File: src/rtl/aes_pkg.sv
// Shared AES types: engine opcodes, 128-bit operand type, scheduler FSM states.
// Pure declarations; no timing or backpressure of its own.
package aes_pkg;

    typedef logic [127:0] aes_128;

    typedef enum logic [2:0] {
        NOOP            = 3'd0,
        AESENC          = 3'd1,
        AESENCLAST      = 3'd2,
        AESDEC          = 3'd3,
        AESDECLAST      = 3'd4,
        AESKEYGENASSIST = 3'd5,
        AESIMC          = 3'd6
    } opcode;

    typedef enum logic [1:0] {
        IDLE,
        ISSUE,
        WAIT,
        RESP
    } sched_state_e;

    // Key-generation completes on the engine's key_ready pulse, everything else on cipher_ready.
    function automatic logic uses_key_ready(input opcode op);
        return op == AESKEYGENASSIST;
    endfunction

endpackage

File: src/rtl/aes_req_sched_if.sv
// Requester-side request/response bundle of the AES scheduler.
// Valid/ready on both channels; slave is the scheduler, master the requesters.
interface aes_req_sched_if #(
    parameter int N_REQ = 4
);
    import aes_pkg::*;

    logic   [N_REQ-1:0] req_valid_i;
    logic   [N_REQ-1:0] req_ready_o;
    opcode  [N_REQ-1:0] req_op_i;
    aes_128 [N_REQ-1:0] req_state_i;
    aes_128 [N_REQ-1:0] req_key_i;

    logic   [N_REQ-1:0] rsp_valid_o;
    logic   [N_REQ-1:0] rsp_ready_i;
    aes_128             rsp_data_o;
    logic               rsp_err_o;

    modport master (
        output req_valid_i, req_op_i, req_state_i, req_key_i, rsp_ready_i,
        input  req_ready_o, rsp_valid_o, rsp_data_o, rsp_err_o
    );

    modport slave (
        input  req_valid_i, req_op_i, req_state_i, req_key_i, rsp_ready_i,
        output req_ready_o, rsp_valid_o, rsp_data_o, rsp_err_o
    );

endinterface

File: src/rtl/aes_rr_arb.sv
// Round-robin priority picker: first set request at or after rr_ptr wins. Combinational.
// No backpressure; the caller decides whether the grant is used.
module aes_rr_arb #(
    parameter  int N_REQ = 4,
    localparam int PW    = $clog2(N_REQ)
) (
    input  logic [N_REQ-1:0] req,
    input  logic [PW-1:0]    rr_ptr,
    output logic [N_REQ-1:0] gnt,
    output logic [PW-1:0]    gnt_idx,
    output logic             gnt_any
);

    logic [PW:0] cand;

    always_comb begin
        gnt     = '0;
        gnt_idx = '0;
        gnt_any = 1'b0;
        cand    = '0;
        for (int i = 0; i < N_REQ; i++) begin
            // rr_ptr < N_REQ and i < N_REQ, so one subtraction is a full modulo.
            cand = {1'b0, rr_ptr} + (PW+1)'(i);
            if (cand >= (PW+1)'(N_REQ)) begin
                cand = cand - (PW+1)'(N_REQ);
            end
            if (!gnt_any && req[cand[PW-1:0]]) begin
                gnt_any                = 1'b1;
                gnt_idx                = cand[PW-1:0];
                gnt[cand[PW-1:0]]      = 1'b1;
            end
        end
    end

endmodule

File: src/rtl/aes_req_sched.sv
// Round-robin sharing of one AES engine; start 1 cycle after accept, response 1 cycle after engine ready.
// One request in flight; req_ready is low outside IDLE and the response is held until its ready.
module aes_req_sched
    import aes_pkg::*;
#(
    parameter int N_REQ   = 4,
    parameter int TIMEOUT = 64
) (
    input  logic           clk,
    input  logic           nrst,
    aes_req_sched_if.slave req_if,
    output logic           core_start_o,
    output opcode          core_opcode_o,
    output aes_128         core_state_o,
    output aes_128         core_key_o,
    input  logic           core_cipher_ready_i,
    input  logic           core_key_ready_i,
    input  aes_128         core_result_i,
    output logic           busy_o
);

    localparam int PW = $clog2(N_REQ);
    localparam int WW = $clog2(TIMEOUT);

    sched_state_e   state_q, state_d;
    logic [PW-1:0]  rr_ptr_q, gnt_idx_q, arb_idx;
    logic [N_REQ-1:0] arb_gnt;
    logic           arb_any;
    opcode          op_q, arb_op;
    aes_128         st_q, key_q, data_q;
    logic           err_q;
    logic [WW-1:0]  wd_q;
    logic           accept, done, timeout;

    aes_rr_arb #(.N_REQ(N_REQ)) u_arb (
        .req     (req_if.req_valid_i),
        .rr_ptr  (rr_ptr_q),
        .gnt     (arb_gnt),
        .gnt_idx (arb_idx),
        .gnt_any (arb_any)
    );

    assign arb_op  = opcode'(req_if.req_op_i[arb_idx]);
    assign done    = uses_key_ready(op_q) ? core_key_ready_i : core_cipher_ready_i;
    assign timeout = (wd_q == WW'(TIMEOUT - 1));

    always_ff @(posedge clk) begin
        if (!nrst) begin
            state_q <= IDLE;
        end else begin
            state_q <= state_d;
        end
    end

    always_comb begin
        state_d = state_q;
        accept  = 1'b0;
        unique case (state_q)
            IDLE: begin
                if (arb_any) begin
                    accept  = 1'b1;
                    state_d = (arb_op == NOOP) ? RESP : ISSUE;
                end
            end
            ISSUE:   state_d = WAIT;
            WAIT:    if (done || timeout) state_d = RESP;
            RESP:    if (req_if.rsp_ready_i[gnt_idx_q]) state_d = IDLE;
            default: state_d = IDLE;
        endcase
    end

    always_ff @(posedge clk) begin
        if (!nrst) begin
            rr_ptr_q  <= '0;
            gnt_idx_q <= '0;
            op_q      <= NOOP;
            st_q      <= '0;
            key_q     <= '0;
            data_q    <= '0;
            err_q     <= 1'b0;
            wd_q      <= '0;
        end else begin
            if (accept) begin
                gnt_idx_q <= arb_idx;
                op_q      <= arb_op;
                st_q      <= req_if.req_state_i[arb_idx];
                key_q     <= req_if.req_key_i[arb_idx];
                rr_ptr_q  <= (arb_idx == PW'(N_REQ - 1)) ? '0 : arb_idx + 1'b1;
                if (arb_op == NOOP) begin
                    data_q <= '0;
                    err_q  <= 1'b1;
                end
            end
            if (state_q == ISSUE) begin
                wd_q <= '0;
            end else if (state_q == WAIT) begin
                wd_q <= wd_q + 1'b1;
                // Completion takes priority over a coincident timeout.
                if (done) begin
                    data_q <= core_result_i;
                    err_q  <= 1'b0;
                end else if (timeout) begin
                    data_q <= '0;
                    err_q  <= 1'b1;
                end
            end
        end
    end

    assign req_if.req_ready_o = (state_q == IDLE && nrst) ? arb_gnt : '0;
    assign req_if.rsp_valid_o = (state_q == RESP) ? (N_REQ'(1) << gnt_idx_q) : '0;
    assign req_if.rsp_data_o  = data_q;
    assign req_if.rsp_err_o   = err_q;

    assign core_start_o  = (state_q == ISSUE);
    assign core_opcode_o = (state_q == ISSUE || state_q == WAIT) ? op_q : NOOP;
    assign core_state_o  = st_q;
    assign core_key_o    = key_q;
    assign busy_o        = (state_q != IDLE);

endmodule

File: src/flat_wrapper.sv
// flat-port wrapper written by rule: the top's interface ports become plain ports
module aes_req_sched_flat import aes_pkg::*;
#(
    parameter int N_REQ   = 4,
    parameter int TIMEOUT = 64
)
  (clk, nrst, core_start_o, core_opcode_o, core_state_o, core_key_o, core_cipher_ready_i, core_key_ready_i, core_result_i, busy_o, req_if_req_valid_i, req_if_req_op_i, req_if_req_state_i, req_if_req_key_i, req_if_rsp_ready_i, req_if_req_ready_o, req_if_rsp_valid_o, req_if_rsp_data_o, req_if_rsp_err_o);
  aes_req_sched_if #(.N_REQ(N_REQ)) req_if_i ();
  input  logic clk;
  input  logic nrst;
  output logic core_start_o;
  output opcode core_opcode_o;
  output aes_128 core_state_o;
  output aes_128 core_key_o;
  input  logic core_cipher_ready_i;
  input  logic core_key_ready_i;
  input  aes_128 core_result_i;
  output logic busy_o;
  input wire logic [$bits(req_if_i.req_valid_i)-1:0] req_if_req_valid_i;
  input wire logic [$bits(req_if_i.req_op_i)-1:0] req_if_req_op_i;
  input wire logic [$bits(req_if_i.req_state_i)-1:0] req_if_req_state_i;
  input wire logic [$bits(req_if_i.req_key_i)-1:0] req_if_req_key_i;
  input wire logic [$bits(req_if_i.rsp_ready_i)-1:0] req_if_rsp_ready_i;
  output wire logic [$bits(req_if_i.req_ready_o)-1:0] req_if_req_ready_o;
  output wire logic [$bits(req_if_i.rsp_valid_o)-1:0] req_if_rsp_valid_o;
  output wire logic [$bits(req_if_i.rsp_data_o)-1:0] req_if_rsp_data_o;
  output wire logic [$bits(req_if_i.rsp_err_o)-1:0] req_if_rsp_err_o;
  assign req_if_i.req_valid_i = req_if_req_valid_i;
  assign req_if_i.req_op_i = req_if_req_op_i;
  assign req_if_i.req_state_i = req_if_req_state_i;
  assign req_if_i.req_key_i = req_if_req_key_i;
  assign req_if_i.rsp_ready_i = req_if_rsp_ready_i;
  assign req_if_req_ready_o = req_if_i.req_ready_o;
  assign req_if_rsp_valid_o = req_if_i.rsp_valid_o;
  assign req_if_rsp_data_o = req_if_i.rsp_data_o;
  assign req_if_rsp_err_o = req_if_i.rsp_err_o;
  aes_req_sched #(.N_REQ(N_REQ), .TIMEOUT(TIMEOUT)) u_core (.clk(clk), .nrst(nrst), .req_if(req_if_i), .core_start_o(core_start_o), .core_opcode_o(core_opcode_o), .core_state_o(core_state_o), .core_key_o(core_key_o), .core_cipher_ready_i(core_cipher_ready_i), .core_key_ready_i(core_key_ready_i), .core_result_i(core_result_i), .busy_o(busy_o));
endmodule
File: config.mk
export PLATFORM = sky130hd
export DESIGN_NAME = aes_req_sched_flat
export DESIGN_NICKNAME = d
export VERILOG_FILES = /design/src/rtl/aes_pkg.sv /design/src/rtl/aes_req_sched_if.sv /design/src/rtl/aes_rr_arb.sv /design/src/rtl/aes_req_sched.sv /design/src/flat_wrapper.sv
export SDC_FILE = /design/constraint.sdc
export NUM_CORES = 1
export LEC_CHECK = 0
export ABC_AREA = 1
export BUFFER_PORTS_ARGS = -buffer_cell sky130_fd_sc_hd__buf_2
export CAP_MARGIN = 5
export CORE_AREA = 2 2 607 609
export CTS_CLUSTER_DIAMETER = 30
export CTS_CLUSTER_SIZE = 25
export DETAILED_ROUTE_END_ITERATION = 8
export DIE_AREA = 0 0 609 611
export PLACE_DENSITY = 0.3
export RECOVER_POWER = 25
export SKIP_LAST_GASP = 1
export SLEW_MARGIN = 40
export SYNTH_ARGS = -nofsm -noshare
export SYNTH_HDL_FRONTEND = slang
export SYNTH_HIERARCHICAL = 1
export SYNTH_SLANG_ARGS = --single-unit
export TNS_END_PERCENT = 50
File: constraint.sdc
create_clock -name clk -period 4 [get_ports clk]
set_clock_uncertainty 0.2 [all_clocks]
set_input_delay 0.8 -clock clk [delete_from_list [all_inputs] [get_ports clk]]
set_output_delay 0.8 -clock clk [all_outputs]
set_load 0.01 [all_outputs]
==> flow_summary_export.csv <==
group,metric,value,unit
logic_synthesis,syn-cell-area,23600,sq um
placed_design,portBuffers,1573,
routing,drt-total-wl,306000,um
cells_and_area,finalNetCount,6647,
worst_setup_path,worstPathCellList,"dlygate4sd3_1 -> clkbuf_1 -> nand2_1 -> nor2_1 -> buf_2",
routing,dr.pass1.iters,6,
clock_tree,cts_setup_buffers,0,
global_route,grt_max_degree,87,
logic_synthesis,synth_fp_nets,4814,
pwr,p_leak,20.4,nW
timing,hold_viol_final,0,
job,maxCapViolations,0,
timing,min_period,3.81,ns
floorplanning,initial_core_util,6.47,%
logic_synthesis,synthDistinctLibCells,31,
worst_setup_path,crit_buf_inv,3,
logic_synthesis,synth_xor_area_share,0,%
logic_synthesis,syn_inst,3626,
clock_tree,cts_buffers,187,
timing,rsz0062_at_grt,"no",
logic_synthesis,avgSynthCellArea,6.51,sq um
routing,drtAntennaViolNets,0,
timing,worst_slew_margin_rel,41.7,%
floorplanning,io_pins,1574,
timing,setup_viol,0,
clock_tree,htree_levels,4,
worst_setup_path,crit_fanout,9,
cells_and_area,nFillCells,42900,
logic_synthesis,yosys.area.top_type,"dfxtp_1",
clock_tree,cts_tree,"yes",
clock_tree,cts_max_path_buffers,4,
worst_setup_path,cp-start-kind,"input port",
logic_synthesis,yosysSeqAreaShare,33.9,%
placed_design,dpl.hpwl,265000,um
pwr,vdd_ir_drop_max,0.000886,V
logic_synthesis,yosys.area_share.simple,25.9,%
worst_setup_path,path_depth,5,
floorplanning,dieArea,372000,sq um
worst_hold_path,hp-class,"in -> reg",
worst_hold_path,min_path_cells,3,
logic_synthesis,synth_top_family_by_area,"compound AO/OA/AOI/OAI gates",
floorplanning,die_h,611,um
worst_setup_path,cpLargestDelayFamily,"buffers and inverters",
worst_setup_path,end_kind,"output pin",
worst_setup_path,slowest_delay,0.71,ns
pwr,p_per_area,1090,nW/um^2
timing,tightest_slew,0.866,ns
clock_tree,clk_pin_slew_worst_paths,0.03,ns
global_route,grt_pass1_vias,34800,
worst_setup_path,critPathSlowestCell,"dlygate4sd3_1",
floorplanning,core_area,365000,sq um
routing,wl_per_cell,29.1,um
floorplanning,rows,222,
routing,num_vias,35200,
global_route,grt_overflow_total,0,
global_route,grt_pass1_wl,383000,um
routing,first_iter_violations,2745,
routing,vias_per_cell,3.35,
clock_tree,root_buffer,"clkbuf_16",
global_route,grt_usage,15.7,%
timing,timing.final.crit_share,95.1,%
routing,drc,0,
logic_synthesis,synth-compound-area-share,28.2,%
timing,maxSlewViolCount,0,
worst_setup_path,path_class,"in -> out",
logic_synthesis,synth_area_leaders,"dfxtp_1 34%, nor2_1 17%, o21ai_0 15%",
logic_synthesis,yosys.area.top_type_share,33.9,%
logic_synthesis,synthAdderAreaFrac,0.636,%
timing,whs,0.103,ns
global_route,antenna_found_initial,276,
worst_setup_path,rr_worst_depth,17,
timing,fmax,263,MHz
clock_tree,insertion_delay,0.90,ns
floorplanning,die_w,609,um
cells_and_area,layout-drive-gt1-share,38.2,%
worst_setup_path,r2r_setup_slack,0.23,ns
logic_synthesis,synthMuxAreaShare,0,%
cells_and_area,stdcell_area,45900,sq um
outcome,outcome,"finished clean",
worst_setup_path,crit_arrival,2.81,ns
logic_synthesis,ys_ff_latch,400,
logic_synthesis,ys_warn_count,6,
cells_and_area,syn_to_final_growth,94.4,%
worst_setup_path,required,3.00,ns
placed_design,place_area,38600,sq um
clock_tree,cts.sinks,400,
placed_design,gp_congestion,0.998,
area by class of cell:
type	instances	area, sq um	share of cell area (%)
diodes	86	215	0.469
clock buffers	315	5780	12.6
clock inverters	22	255	0.556
inverters	293	1140	2.49
multi-input cells	2617	13000	28.4
flip-flops and latches	400	8010	17.4
well taps	4816	6030	13.1
repair buffers	1960	11500	25.0
cells in the final DEF (no fill, tap or decap), types with 86 or more instances in the layout:
| cell | netlist | final |
|---|---|---|
| a21oi_2 | 101 | 100 |
| buf_2 | 89 | 1374 |
| buf_4 | 13 | 215 |
| clkbuf_1 | 189 | 266 |
| clkbuf_16 | 0 | 189 |
| dfxtp_1 | 400 | 400 |
| diode_2 | 0 | 86 |
| dlygate4sd3_1 | 0 | 124 |
| inv_1 | 288 | 286 |
| nand2_1 | 182 | 180 |
| nand3_2 | 103 | 103 |
| nor2_1 | 1049 | 1047 |
| o21ai_0 | 716 | 715 |
| o22ai_1 | 256 | 256 |
per-stage QoR:
step,utilization [%],total power (W),TNS (ns),setup WS [ns],std cells
after floorplan,-,0.0206,0,0.946,3626
after CTS,12.6,0.0512,0,0.0336,10400
after global placement,10.6,0.0371,-0.0523,-0.0523,9961
after global routing,12.5,0.0534,0,0.0230,10500
after detailed placement,10.6,0.0371,-0.0562,-0.0562,9961
final,12.6,0.0499,0,0.195,10500
routing by layer:
layer	global-route usage (%)	part of all wire [%]	vias to the layer above	routed length (um)
li1	-	-	15900	-
met1	17.8	39	16600	119000
met2	27.3	48	1900	147000
met3	6.19	9.6	651	29300
met4	3.89	3.0	112	9220
met5	0	0.24	-	719
what timing repair did:
item | 4_1_cts | 5_1_grt
setup endpoints to repair | 5 | 6
hold buffers | 124 | 0
pin swaps | 0 | 1
endpoints found under the hold margin | 125 | 0
gates cloned | 0 | 1
gates resized for setup | 4 | 2
cell families (layout without fill, tap and decap cells):
family	count (synthesis)	count (layout)
flip-flops	400	400
AND/OR/NAND/NOR	1418	1419
buffers and inverters	610	2590
AO/OA/AOI/OAI	1186	1186
adder cells (fa/ha/maj)	12	12
other	0	86
worst register-to-register path, delay by kind of cell (launching register included):
kind            cells  cell delay [ns]
flops               1             0.34
buf+inv             8             0.99
simple gates        5             0.66
fa+ha+maj           1             0.31
compound gates      3             1.04
Yosys cell counts:
| cell | n |
|---|---|
| nor2_2 | 1 |
| ha_1 | 12 |
| nand3_4 | 1 |
| nand2_4 | 2 |
| nand3_2 | 103 |
| buf_6 | 5 |
| inv_2 | 3 |
| nand2_1 | 182 |
| nor2_1 | 1049 |
| a21oi_4 | 1 |
| dfxtp_1 | 400 |
| a211oi_1 | 1 |
| a21oi_2 | 101 |
| inv_4 | 1 |
| nand2_2 | 9 |
| inv_1 | 288 |
| nand3_1 | 56 |
| o21ai_1 | 64 |
| o21ai_0 | 716 |
| buf_2 | 89 |
| buf_12 | 11 |
| clkbuf_1 | 189 |
| buf_1 | 10 |
| buf_4 | 13 |
| clkinv_2 | 1 |
| a21oi_1 | 43 |
| a21boi_0 | 4 |
| nor3_1 | 6 |
| nor2_4 | 1 |
| o22ai_1 | 256 |
| nand4_1 | 8 |
where the power goes:
group	switching (W)	internal (W)
combinational	0.0208	0.00948
clock	0.00395	0.00960
sequential	0.000763	0.00525
total	0.0255	0.0243
sequential cells by signal, indices dropped and copies added (netlist names):
register / flops
u_core/core_key_o: 128
u_core/core_state_o: 128
u_core/gnt_idx_q: 2
u_core/op_q: 3
u_core/req_if.rsp_data_o: 128
u_core/req_if.rsp_err_o: 1
u_core/rr_ptr_q: 2
u_core/state_q: 2
u_core/wd_q: 6
worst paths after layout:
path                                startpoint                            to
hold reg to reg   u_core/req_if.rsp_data_o[70]  u_core/req_if.rsp_data_o[70]
hold / removal               core_result_i[20]  u_core/req_if.rsp_data_o[20]
setup / recovery                          nrst         req_if_req_ready_o[1]
setup reg to reg            u_core/rr_ptr_q[1]         u_core/core_key_o[39]
(Power assumes the default switching activity.)
